--- config.mk ---
export PLATFORM = sky130hd
export DESIGN_NAME = mu0_ctrl
export DESIGN_NICKNAME = d
export VERILOG_FILES = /design/src/rtl/mu0_ctrl.sv
export SDC_FILE = /design/constraint.sdc
export NUM_CORES = 1
export LEC_CHECK = 0
export BUFFER_PORTS_ARGS = -buffer_cell sky130_fd_sc_hd__buf_2
export CORE_AREA = 5 5 42 44
export DETAILED_ROUTE_END_ITERATION = 8
export DIE_AREA = 0 0 47 49
export GPL_ROUTABILITY_DRIVEN = 0
export GPL_TIMING_DRIVEN = 0
export PLACE_DENSITY_LB_ADDON = 0.3
export SLEW_MARGIN = 20
export SYNTH_ARGS = -nofsm -noshare
export SYNTH_HDL_FRONTEND = slang
export SYNTH_SLANG_ARGS = --single-unit
--- constraint.sdc ---
create_clock -name clk -period 1 [get_ports clk]
set_clock_uncertainty 0.1 [all_clocks]
set_input_delay 0.1 -clock clk [delete_from_list [all_inputs] [get_ports clk]]
set_output_delay 0.1 -clock clk [all_outputs]
set_load 0.03 [all_outputs]
--- src/rtl/mu0_ctrl.sv ---
// mu0_ctrl - fetch/execute sequencer for the MU0 processor.
//
// Steps FETCH -> EXEC -> FETCH, or ends in HALT. It drives the ALU mode,
// the PC/ACC/IR load strobes and the mux selects, and runs the memory
// request/ready handshake. All outputs are combinational decodes of the
// state, opcode, ACC flags and mem_ready. While reset is high every output
// is forced to 0.
//
// Build option: define MU0_TRAP_EN to turn opcodes 8-15 into traps. With
// the option, those opcodes halt the processor and the extra output `trap`
// is set. Without it, they are single-cycle NOPs and `trap` does not exist.
//
// Ports:
//   clk        in   rising-edge clock
//   reset      in   synchronous, active-high reset
//   opcode     in   IR[15:12] of the latched instruction
//   acc_zero   in   ACC == 0
//   acc_neg    in   ACC sign bit
//   mem_ready  in   memory completes the current request this cycle
//   mem_req    out  memory access request
//   mem_we     out  1 = write ACC to memory, 0 = read
//   addr_sel   out  memory address: 0 = PC, 1 = IR[11:0]
//   alu_m      out  ALU mode: 00 pass Y, 01 X+Y, 10 X+1, 11 X-Y
//   x_sel      out  ALU X: 0 = PC, 1 = ACC
//   y_sel      out  ALU Y: 0 = memory data, 1 = IR[11:0]
//   acc_ld     out  load ACC from ALU Z
//   pc_ld      out  load PC from ALU Z
//   ir_ld      out  load IR from memory data
//   halted     out  processor stopped
//   trap       out  (MU0_TRAP_EN only) halted on an illegal opcode

module mu0_ctrl #(
    parameter int unsigned MAXWIDTH = 16,
    parameter int unsigned OPW      = 4
) (
    input  logic           clk,
    input  logic           reset,
    input  logic [OPW-1:0] opcode,
    input  logic           acc_zero,
    input  logic           acc_neg,
    input  logic           mem_ready,
    output logic           mem_req,
    output logic           mem_we,
    output logic           addr_sel,
    output logic [1:0]     alu_m,
    output logic           x_sel,
    output logic           y_sel,
    output logic           acc_ld,
    output logic           pc_ld,
    output logic           ir_ld,
    output logic           halted
`ifdef MU0_TRAP_EN
    ,
    output logic           trap
`endif
);

    // The opcode field sits above a 12-bit address field in the instruction word.
    if (MAXWIDTH != OPW + 12) begin : g_width_check
        $error("mu0_ctrl: MAXWIDTH must equal OPW + 12");
    end

    localparam logic [OPW-1:0] OP_LDA = OPW'(0);
    localparam logic [OPW-1:0] OP_STA = OPW'(1);
    localparam logic [OPW-1:0] OP_ADD = OPW'(2);
    localparam logic [OPW-1:0] OP_SUB = OPW'(3);
    localparam logic [OPW-1:0] OP_JMP = OPW'(4);
    localparam logic [OPW-1:0] OP_JGE = OPW'(5);
    localparam logic [OPW-1:0] OP_JNE = OPW'(6);
    localparam logic [OPW-1:0] OP_STP = OPW'(7);

    typedef enum logic [1:0] {
        S_FETCH = 2'd0,
        S_EXEC  = 2'd1,
        S_HALT  = 2'd2
    } state_t;

    state_t r_state;
    state_t w_next;

`ifdef MU0_TRAP_EN
    logic   r_trap;
    logic   w_trap_set;
`endif

    logic       w_req;
    logic       w_we;
    logic       w_asel;
    logic [1:0] w_alu;
    logic       w_xsel;
    logic       w_ysel;
    logic       w_accld;
    logic       w_pcld;
    logic       w_irld;
    logic       w_halt;

    // Output and next-state decode. The reset gate is applied here as well
    // as in the state register, so an access that reset interrupts raises
    // no load strobe.
    always_comb begin
        w_next  = r_state;
        w_req   = 1'b0;
        w_we    = 1'b0;
        w_asel  = 1'b0;
        w_alu   = 2'b00;
        w_xsel  = 1'b0;
        w_ysel  = 1'b0;
        w_accld = 1'b0;
        w_pcld  = 1'b0;
        w_irld  = 1'b0;
        w_halt  = 1'b0;
`ifdef MU0_TRAP_EN
        w_trap_set = 1'b0;
`endif
        if (!reset) begin
            unique case (r_state)
                S_FETCH: begin
                    w_req = 1'b1;
                    w_alu = 2'b10;
                    if (mem_ready) begin
                        w_irld = 1'b1;
                        w_pcld = 1'b1;
                        w_next = S_EXEC;
                    end
                end
                S_EXEC: begin
                    w_next = S_FETCH;
                    case (opcode)
                        OP_LDA: begin
                            w_req   = 1'b1;
                            w_asel  = 1'b1;
                            w_accld = mem_ready;
                            if (!mem_ready) w_next = S_EXEC;
                        end
                        OP_STA: begin
                            w_req  = 1'b1;
                            w_we   = 1'b1;
                            w_asel = 1'b1;
                            if (!mem_ready) w_next = S_EXEC;
                        end
                        OP_ADD, OP_SUB: begin
                            w_req   = 1'b1;
                            w_asel  = 1'b1;
                            w_alu   = (opcode == OP_SUB) ? 2'b11 : 2'b01;
                            w_xsel  = 1'b1;
                            w_accld = mem_ready;
                            if (!mem_ready) w_next = S_EXEC;
                        end
                        OP_JMP: begin
                            w_ysel = 1'b1;
                            w_pcld = 1'b1;
                        end
                        OP_JGE: begin
                            w_ysel = 1'b1;
                            w_pcld = ~acc_neg;
                        end
                        OP_JNE: begin
                            w_ysel = 1'b1;
                            w_pcld = ~acc_zero;
                        end
                        OP_STP: begin
                            w_next = S_HALT;
                        end
                        default: begin
`ifdef MU0_TRAP_EN
                            w_next     = S_HALT;
                            w_trap_set = 1'b1;
`else
                            w_next = S_FETCH;
`endif
                        end
                    endcase
                end
                S_HALT: begin
                    w_halt = 1'b1;
                end
                default: begin
                    w_next = S_FETCH;
                end
            endcase
        end
    end

    always_ff @(posedge clk) begin
        if (reset) begin
            r_state <= S_FETCH;
        end else begin
            r_state <= w_next;
        end
    end

`ifdef MU0_TRAP_EN
    always_ff @(posedge clk) begin
        if (reset) begin
            r_trap <= 1'b0;
        end else if (w_trap_set) begin
            r_trap <= 1'b1;
        end
    end

    assign trap = r_trap & ~reset;
`endif

    assign mem_req  = w_req;
    assign mem_we   = w_we;
    assign addr_sel = w_asel;
    assign alu_m    = w_alu;
    assign x_sel    = w_xsel;
    assign y_sel    = w_ysel;
    assign acc_ld   = w_accld;
    assign pc_ld    = w_pcld;
    assign ir_ld    = w_irld;
    assign halted   = w_halt;

endmodule

After elaboration in Yosys (flattened, before gate mapping)
Cells that the tools add are included.
{ "word_totals": {"reg_bits": 2, "output_inout_bits": 11, "elab_cells": 54} }
{ "classes": {"n_eq_ne": 10, "mux": 33, "n_bitwise": 3, "reduce_logical": 7} }
{ "op_table": {"columns": ["cell", "n"], "rows": [
  ["$mux W1", 23],
  ["$eq A4 B3 Y1 const B", 4],
  ["$eq A4 B2 Y1 const B", 2],
  ["$mux W2", 4],
  ["$pmux W2 S2", 2],
  ["$pmux W2 S3", 1],
  ["$reduce_or A3 Y1", 2],
  ["$eq A4 B1 Y1 const B", 1],
  ["$logic_not A4 Y1", 1],
  ["$pmux W1 S2", 2],
  ["$reduce_or A4 Y1", 1],
  ["$not A1 Y1", 3],
  ["$pmux W1 S3", 1],
  ["$eq A2 B1 Y1 const B", 1],
  ["$eq A2 B2 Y1 const B", 1],
  ["$logic_not A2 Y1", 1],
  ["$ne A2 B2 Y1 const B", 1],
  ["$reduce_and A2 Y1", 1],
  ["$reduce_or A2 Y1", 1]
]} }

Logic depth before layout (Yosys ltp)
Gate-level depths: netlist (run 1).
{ "logic_depth": {"depth_word": 5, "mapped_depth": 5} }

Worst setup path before layout (run 1)
No wires, ideal clock.
{ "synth_timing": {"path_type": "reg2out", "startpoint": "register r_state[1]", "endpoint": "output alu_m[1]", "arrival_time_ns": 1.191, "required_ns": 0.800, "setup_slack_ns": -0.391, "path_stages_with_launch": 3, "n_path_buf": 0, "path_cell_list": "dfxtp_1 nor2_4 a21boi_0"} }
{ "synth_between": {"elab_chain_len": 3, "elab_cells_between_ends": 4, "classes_between": "eq/ne: 1; mux: 2; reduce/logical: 1"} }
{ "synth_rtl": {"columns": ["item", "line_no", "rtl"], "rows": [
  ["start: declaration", "78", "state_t r_state;"],
  ["start signal: assignment", "188", "r_state <= w_next;"],
  ["$eq A2 B1 Y1 or $logic_not A2 Y1 (tied branches)", "116", "unique case (r_state)"],
  ["$pmux W2 S2 (*)", "116", null],
  ["$mux W2 (*)", "115", "if (!reset) begin"],
  ["end: declaration", "45", "output logic [1:0] alu_m,"]
]} }
Mark *: on every way between the ends. The rest lies on a longest branch, timed or not.

Worst setup path after layout (run 1)
{ "layout_timing": {"startpoint": "register r_state[1]", "endpoint": "output alu_m[0]"} }
The elaborated chain is that of the path after synthesis.

==> flow_metrics.py, run 1 <==
metrics = {
    "placed_design": {
        "hpwl_um": 575.7,
        "portBuffers": 19,
        "dp_slack_ns": -0.3515,
        "place_area_um2": 354.1,
    },
    "timing": {
        "period_minus_slack_ns": 1.425,
        "whs_ns": 0.02062,
        "drv_slew": 0,
        "fmax_mhz": 701.6,
        "slew_headroom": 0.8568,
        "worst_slew_pin_slew_ns": 0.2140,
        "setup_ws_ns": -0.4254,
        "tns_ns": -3.391,
        "rsz0062_at_grt": "true",
        "final.period_utilization": 1.425,
        "setup_viol": 12,
        "finalHoldViolCount": 0,
    },
    "critical_path": {
        "arrival_ns": 1.23,
        "endpoint_kind": "primary output",
        "cp.required_ns": 0.80,
        "critPathLaunchType": "flop",
        "regToRegStartpoint": "r_state[1]$_SDFFE_PP0P_",
        "path_max_fanout": 5,
        "rrSetupSlack_ns": -0.02,
        "setup.worst_path.class": "flop to primary output",
        "crit_path_start": "r_state[1]$_SDFFE_PP0P_",
    },
    "logic_synthesis": {
        "synth_largest_area_cell": "dfxtp_1",
        "synth_fp_nets": 36,
        "synth_cell_types": 21,
        "yosysWarnings": 0,
        "ys_seq_area_frac": 0.2013,
        "netlist_instances": 27,
        "synth_seq_cells": 2,
        "synth_area_leaders": "dfxtp_1 20%, and2_2 7.5%, nor3b_2 6.3%",
        "netlist_area_um2": 198.9,
        "synth_area_per_cell_um2": 7.368,
        "synth.top_cell.area_share": 0.2013,
    },
    "cells_and_area": {
        "regMostFlops": "r_state",
        "reg_top3": "r_state x2",
        "final_cell_area_um2": 446.7,
        "nets": 62,
        "drive_above_1_share": 0.7451,
        "largest_reg_flops": 2,
        "diodes": 0,
        "area_delta_synth_final_pct": 124.5,
    },
    "routing": {
        "post_drt_wl_per_cell_um": 10.34,
        "dr_total_vias": 276,
        "via_per_inst": 4.119,
        "dr.pass1.iters": 2,
        "wl_um": 693,
        "final_antenna_net_count": 0,
        "post-route-drc-count": 0,
        "drtIter0Drc": 1,
    },
    "power": {
        "p_per_area_mw_per_mm2": 889.0,
        "peakVddDrop_uv": 539.7,
        "total_leakage_power_nw": 0.2115,
    },
    "floorplanning": {
        "die_x_um": 47,
        "num_rows": 14,
        "top_level_ports": 20,
        "initial_core_util": 0.1420,
        "core_mm2": 0.001401,
        "die_area_mm2": 0.002303,
        "fp.dieH_um": 49,
    },
    "worst_hold_path": {
        "hp-start": "mem_ready",
        "hp-class": "input port to flop",
    },
    "grt": {
        "grt_pass1_vias": 277,
        "grt_start_max_net_pins": 8,
        "grt_pass1_wl_um": 1159,
        "antenna_found_initial": 0,
        "grt_overflow": 0,
        "track_usage": 0.07238,
    },
    "cts": {
        "cts_buffers": 3,
        "cts-hold-fix-buffers": 0,
        "insertion_delay_ns": 0.22,
        "cts_root_buf": "clkbuf_4",
        "clockBufferDepth": 2,
        "cts_tree": "built",
        "clock-sinks": 2,
        "clk_pin_slew_ns": 0.03,
        "ctsHtreeMaxLevel": 1,
    },
    "job": {
        "drv_cap": 0,
    },
    "outcome": {
        "violations": "negative setup slack",
        "status": "finished, violations left",
    },
}
[worst paths after layout]
| path | endpoint | cells after the start |
|---|---|---|
| min reg2reg | r_state[0]$_SDFFE_PP0P_ | 2 |
| min | r_state[0]$_SDFFE_PP0P_ | 2 |
| max | alu_m[0] | 6 |
| max reg2reg | r_state[1]$_SDFFE_PP0P_ | 4 |
[repair_timing]
action                     in CTS  in global routing
pin swaps                       2                  1
setup buffers                   2                  0
resized for setup              18                  0
setup endpoints to repair      12                 13
[cells by family (layout without fill, tap and decap cells)]
family,count (synthesis),count (layout),synth area share
buffers and inverters,3,27,0.07545
flip-flops,2,2,0.2013
AND/OR/NAND/NOR,15,15,0.5220
AO/OA/AOI/OAI,7,7,0.2013
[synthesized netlist by cell type]
| cell | count |
|---|---|
| nand3_2 | 1 |
| nand3b_1 | 1 |
| nor2_1 | 3 |
| nor2_2 | 1 |
| o21ai_1 | 1 |
| dfxtp_1 | 2 |
| o21ai_0 | 2 |
| a21oi_1 | 2 |
| o21bai_1 | 1 |
| a21boi_0 | 1 |
| nand3_1 | 1 |
| nor3b_2 | 1 |
| and2_2 | 2 |
| nand2_1 | 1 |
| nand2b_1 | 1 |
| inv_2 | 1 |
| nor2_4 | 1 |
| buf_4 | 1 |
| and3_1 | 1 |
| inv_1 | 1 |
| nand4b_1 | 1 |
[stage by stage]
step           cells  utilization  total power [mW]
2_1_floorplan     27            -            0.1565
3_3_place_gp      62       0.2527            0.2028
3_5_place_dp      62       0.2527            0.2041
4_1_cts           67       0.3188            0.4128
5_1_grt           67       0.3188            0.4431
6_report          67       0.3188            0.3971
[worst max-delay path, cell delays in order, from the launching register on]
cell and delay, ns:
dfxtp_2 0.32, nor2_4 0.13, nand3_2 0.13, inv_4 0.08, and2_4 0.13, buf_6 0.08, buf_4 0.14
[placed cells by master (no fill, tap or decap)]
master    instances
and2_4            1
clkbuf_4          3
nor2_4            1
nand2_1           1
o21ai_4           1
dfxtp_4           1
and3_2            1
nor2_2            1
a21boi_2          1
a21oi_4           1
inv_4             1
dfxtp_2           1
nand2b_1          1
inv_1             1
nand4b_1          1
o21ai_0           2
a21oi_1           1
buf_6             8
buf_2            10
o21bai_1          1
nand3_2           1
nand3_1           1
nor3b_4           1
nand3b_1          1
nor2_1            3
buf_4             4
and2_2            1
[routing by layer]
| layer | GRT usage | part of all wire | vias up | wire length (um) |
|---|---|---|---|---|
| met4 | 0.05530 | 0 | 0 | 0 |
| met1 | 0.08297 | 0.41 | 121 | 285 |
| met2 | 0.09729 | 0.47 | 12 | 325 |
| met3 | 0.03690 | 0.12 | 0 | 81 |
| li1 | - | - | 143 | - |
| met5 | 0 | 0 | - | 0 |
[final cells by class]
cell class	instances	area [um2]
Inverter	2	10.01
Clock buffer	3	22.52
Sequential cell	2	45.04
Fill cell	162	954.7
Buffer	1	11.26
Tap cell	16	20.02
Multi-Input combinational cell	22	178.9
Timing Repair Buffer	21	158.9
[power breakdown]
group / leakage (nW) / total (mW) / internal, mW / switching (mW)
Sequential: 0.0175 / 0.0894 / 0.0831 / 0.00633
Clock: 0.0138 / 0.173 / 0.132 / 0.0414
Combinational: 0.180 / 0.134 / 0.0596 / 0.0747
Power figures use the tool's default switching activity.
==> inputs of run 2 (changes only) <==
--- a/config.mk
+++ b/config.mk
@@ -12,6 +12,7 @@
 export GPL_ROUTABILITY_DRIVEN = 0
 export GPL_TIMING_DRIVEN = 0
 export PLACE_DENSITY_LB_ADDON = 0.3
+export SKIP_LAST_GASP = 1
 export SLEW_MARGIN = 20
 export SYNTH_ARGS = -nofsm -noshare
 export SYNTH_HDL_FRONTEND = slang
==> constraint.sdc (replaced) <==
create_clock -name clk -period 1.46 [get_ports clk]
set_clock_uncertainty 0.1 [all_clocks]
set_input_delay 0.146 -clock clk [delete_from_list [all_inputs] [get_ports clk]]
set_output_delay 0.146 -clock clk [all_outputs]
set_load 0.03 [all_outputs]
==> flow_metrics.py, run 2 (same netlist as run 1, synthesis figures left out) <==
metrics = {
    "power": {
        "power_frac_seq": 0.238,
        "p_per_area_mw_per_mm2": 682.6,
        "pwr-share-clk": 0.476,
        "p_switching_mw": 0.07810,
        "total_leakage_power_nw": 0.1974,
        "p_int_mw": 0.1781,
        "combPwrFrac": 0.287,
        "peakVddDrop_uv": 191.3,
        "switching_share": 0.3048,
        "power_mw": 0.2562,
    },
    "critical_path": {
        "rr_worst_depth": 4,
        "cp.required_ns": 1.21,
        "setup.worst_path.class": "flop to primary output",
        "arrival_ns": 1.15,
        "endpoint_kind": "primary output",
        "critPathLaunchType": "flop",
        "rrSetupSlack_ns": 0.40,
        "regToRegStartpoint": "r_state[1]$_SDFFE_PP0P_",
        "path_max_fanout": 4,
        "timing.rr.end": "r_state[1]$_SDFFE_PP0P_",
    },
    "cts": {
        "cts_buffers": 3,
        "cts-hold-fix-buffers": 0,
        "cts_tree": "built",
        "clk_pin_slew_ns": 0.03,
        "clock-sinks": 2,
        "cts_root_buf": "clkbuf_4",
        "ctsHtreeMaxLevel": 1,
        "insertion_delay_ns": 0.22,
        "clockBufferDepth": 2,
    },
    "routing": {
        "post_drt_wl_per_cell_um": 9.791,
        "dr_total_vias": 268,
        "final_antenna_net_count": 0,
        "drtIter0Drc": 3,
        "via_per_inst": 4.000,
        "wl_um": 656,
        "post-route-drc-count": 0,
        "dr.pass1.iters": 2,
    },
    "cells_and_area": {
        "nets": 62,
        "regMostFlops": "r_state",
        "final_cells": 67,
        "final_cell_area_um2": 375.4,
        "drive_above_1_share": 0.6667,
        "ff_latch_area_um2": 42.54,
        "largest_reg_flops": 2,
        "multi_input_area_um2": 145.1,
        "utilization": 0.2679,
        "final_common_cell": "buf_2",
        "fillers": 162,
        "reg_top3": "r_state x2",
        "area_delta_synth_final_pct": 88.68,
        "mostFrequentLayoutCells": "14 x buf_2, 6 x buf_4, 3 x nor2_1, 3 x clkbuf_4",
        "diodes": 0,
    },
    "grt": {
        "track_usage": 0.05973,
        "grt_pass1_wl_um": 952,
        "grt_pass1_vias": 224,
        "antenna_found_initial": 0,
        "grt_overflow": 0,
        "grt_start_max_net_pins": 8,
    },
    "timing": {
        "rsz0062_at_grt": "true",
        "period_minus_slack_ns": 1.399,
        "slew_headroom": 0.8901,
        "setup_viol": 0,
        "final.period_utilization": 0.9582,
        "tns_ns": 0,
        "whs_ns": 0.06089,
        "finalHoldViolCount": 0,
        "fmax_mhz": 714.8,
        "setup_ws_ns": 0.06106,
        "drv_slew": 0,
        "worst_slew_pin_slew_ns": 0.1632,
    },
    "outcome": {
        "status": "completed",
    },
    "floorplanning": {
        "die_area_mm2": 0.002303,
        "die_x_um": 47,
        "core_mm2": 0.001401,
        "top_level_ports": 20,
        "initial_core_util": 0.1420,
        "num_rows": 14,
        "fp.dieH_um": 49,
    },
    "placed_design": {
        "place_area_um2": 314.1,
        "portBuffers": 19,
        "dp_slack_ns": 0.1355,
        "dp.cells": 62,
    },
    "worst_hold_path": {
        "min_to": "r_state[0]$_SDFFE_PP0P_",
        "hp-class": "input port to flop",
        "hp-start": "mem_ready",
        "whs_path_depth": 2,
    },
    "job": {
        "drv_cap": 0,
    },
}
[run 2: how the worst max path moves through the flow]
stage,endpoint,cells after the start,slack [ns],startpoint
finish,pc_ld,4,0.06,r_state[1]$_SDFFE_PP0P_
CTS,y_sel,4,0.01,r_state[1]$_SDFFE_PP0P_
global placement,alu_m[0],6,0.15,r_state[1]$_SDFFE_PP0P_
floorplan,alu_m[1],2,0.02,r_state[1]$_SDFFE_PP0P_
detailed placement,alu_m[0],6,0.14,r_state[1]$_SDFFE_PP0P_
global route,pc_ld,4,-0.03,r_state[1]$_SDFFE_PP0P_
[run 2: layout make-up]
cell class | instances | share of cell area
multi-input combinational | 22 | 0.3867
timing repair buffer | 22 | 0.3667
sequential | 2 | 0.1133
clock buffer | 3 | 0.06000
tap | 16 | 0.05333
inverter | 2 | 0.02000
[run 2: what timing repair did]
| item | CTS | global route |
|---|---|---|
| pin swaps | 1 | 0 |
| setup endpoints to repair | 5 | 4 |
| buffers inserted | 2 | 1 |
| gates resized for setup | 6 | 7 |
| hold endpoints to repair | 0 | 0 |
[run 2: routing by layer]
metal | track usage | wire [um]
met3 | 0.02583 | 108
met1 | 0.06987 | 245
met5 | 0 | 0
met2 | 0.07692 | 301
met4 | 0.05530 | 0
[run 2: worst max-delay path: stages, from the launching register on]
cell      delay, ns
dfxtp_2        0.32
nor2_4         0.12
nand4b_1       0.16
o21ai_1        0.16
buf_4          0.17
[run 2: power by group through the flow]
stage,sequential [mW],combinational [mW],clock [mW]
2_1_floorplan,0.0605,0.0397,0
3_5_place_dp,0.0614,0.0685,0
6_report,0.0609,0.0735,0.122
5_1_grt,0.0613,0.0803,0.140
3_3_place_gp,0.0613,0.0682,0
4_1_cts,0.0610,0.0733,0.131
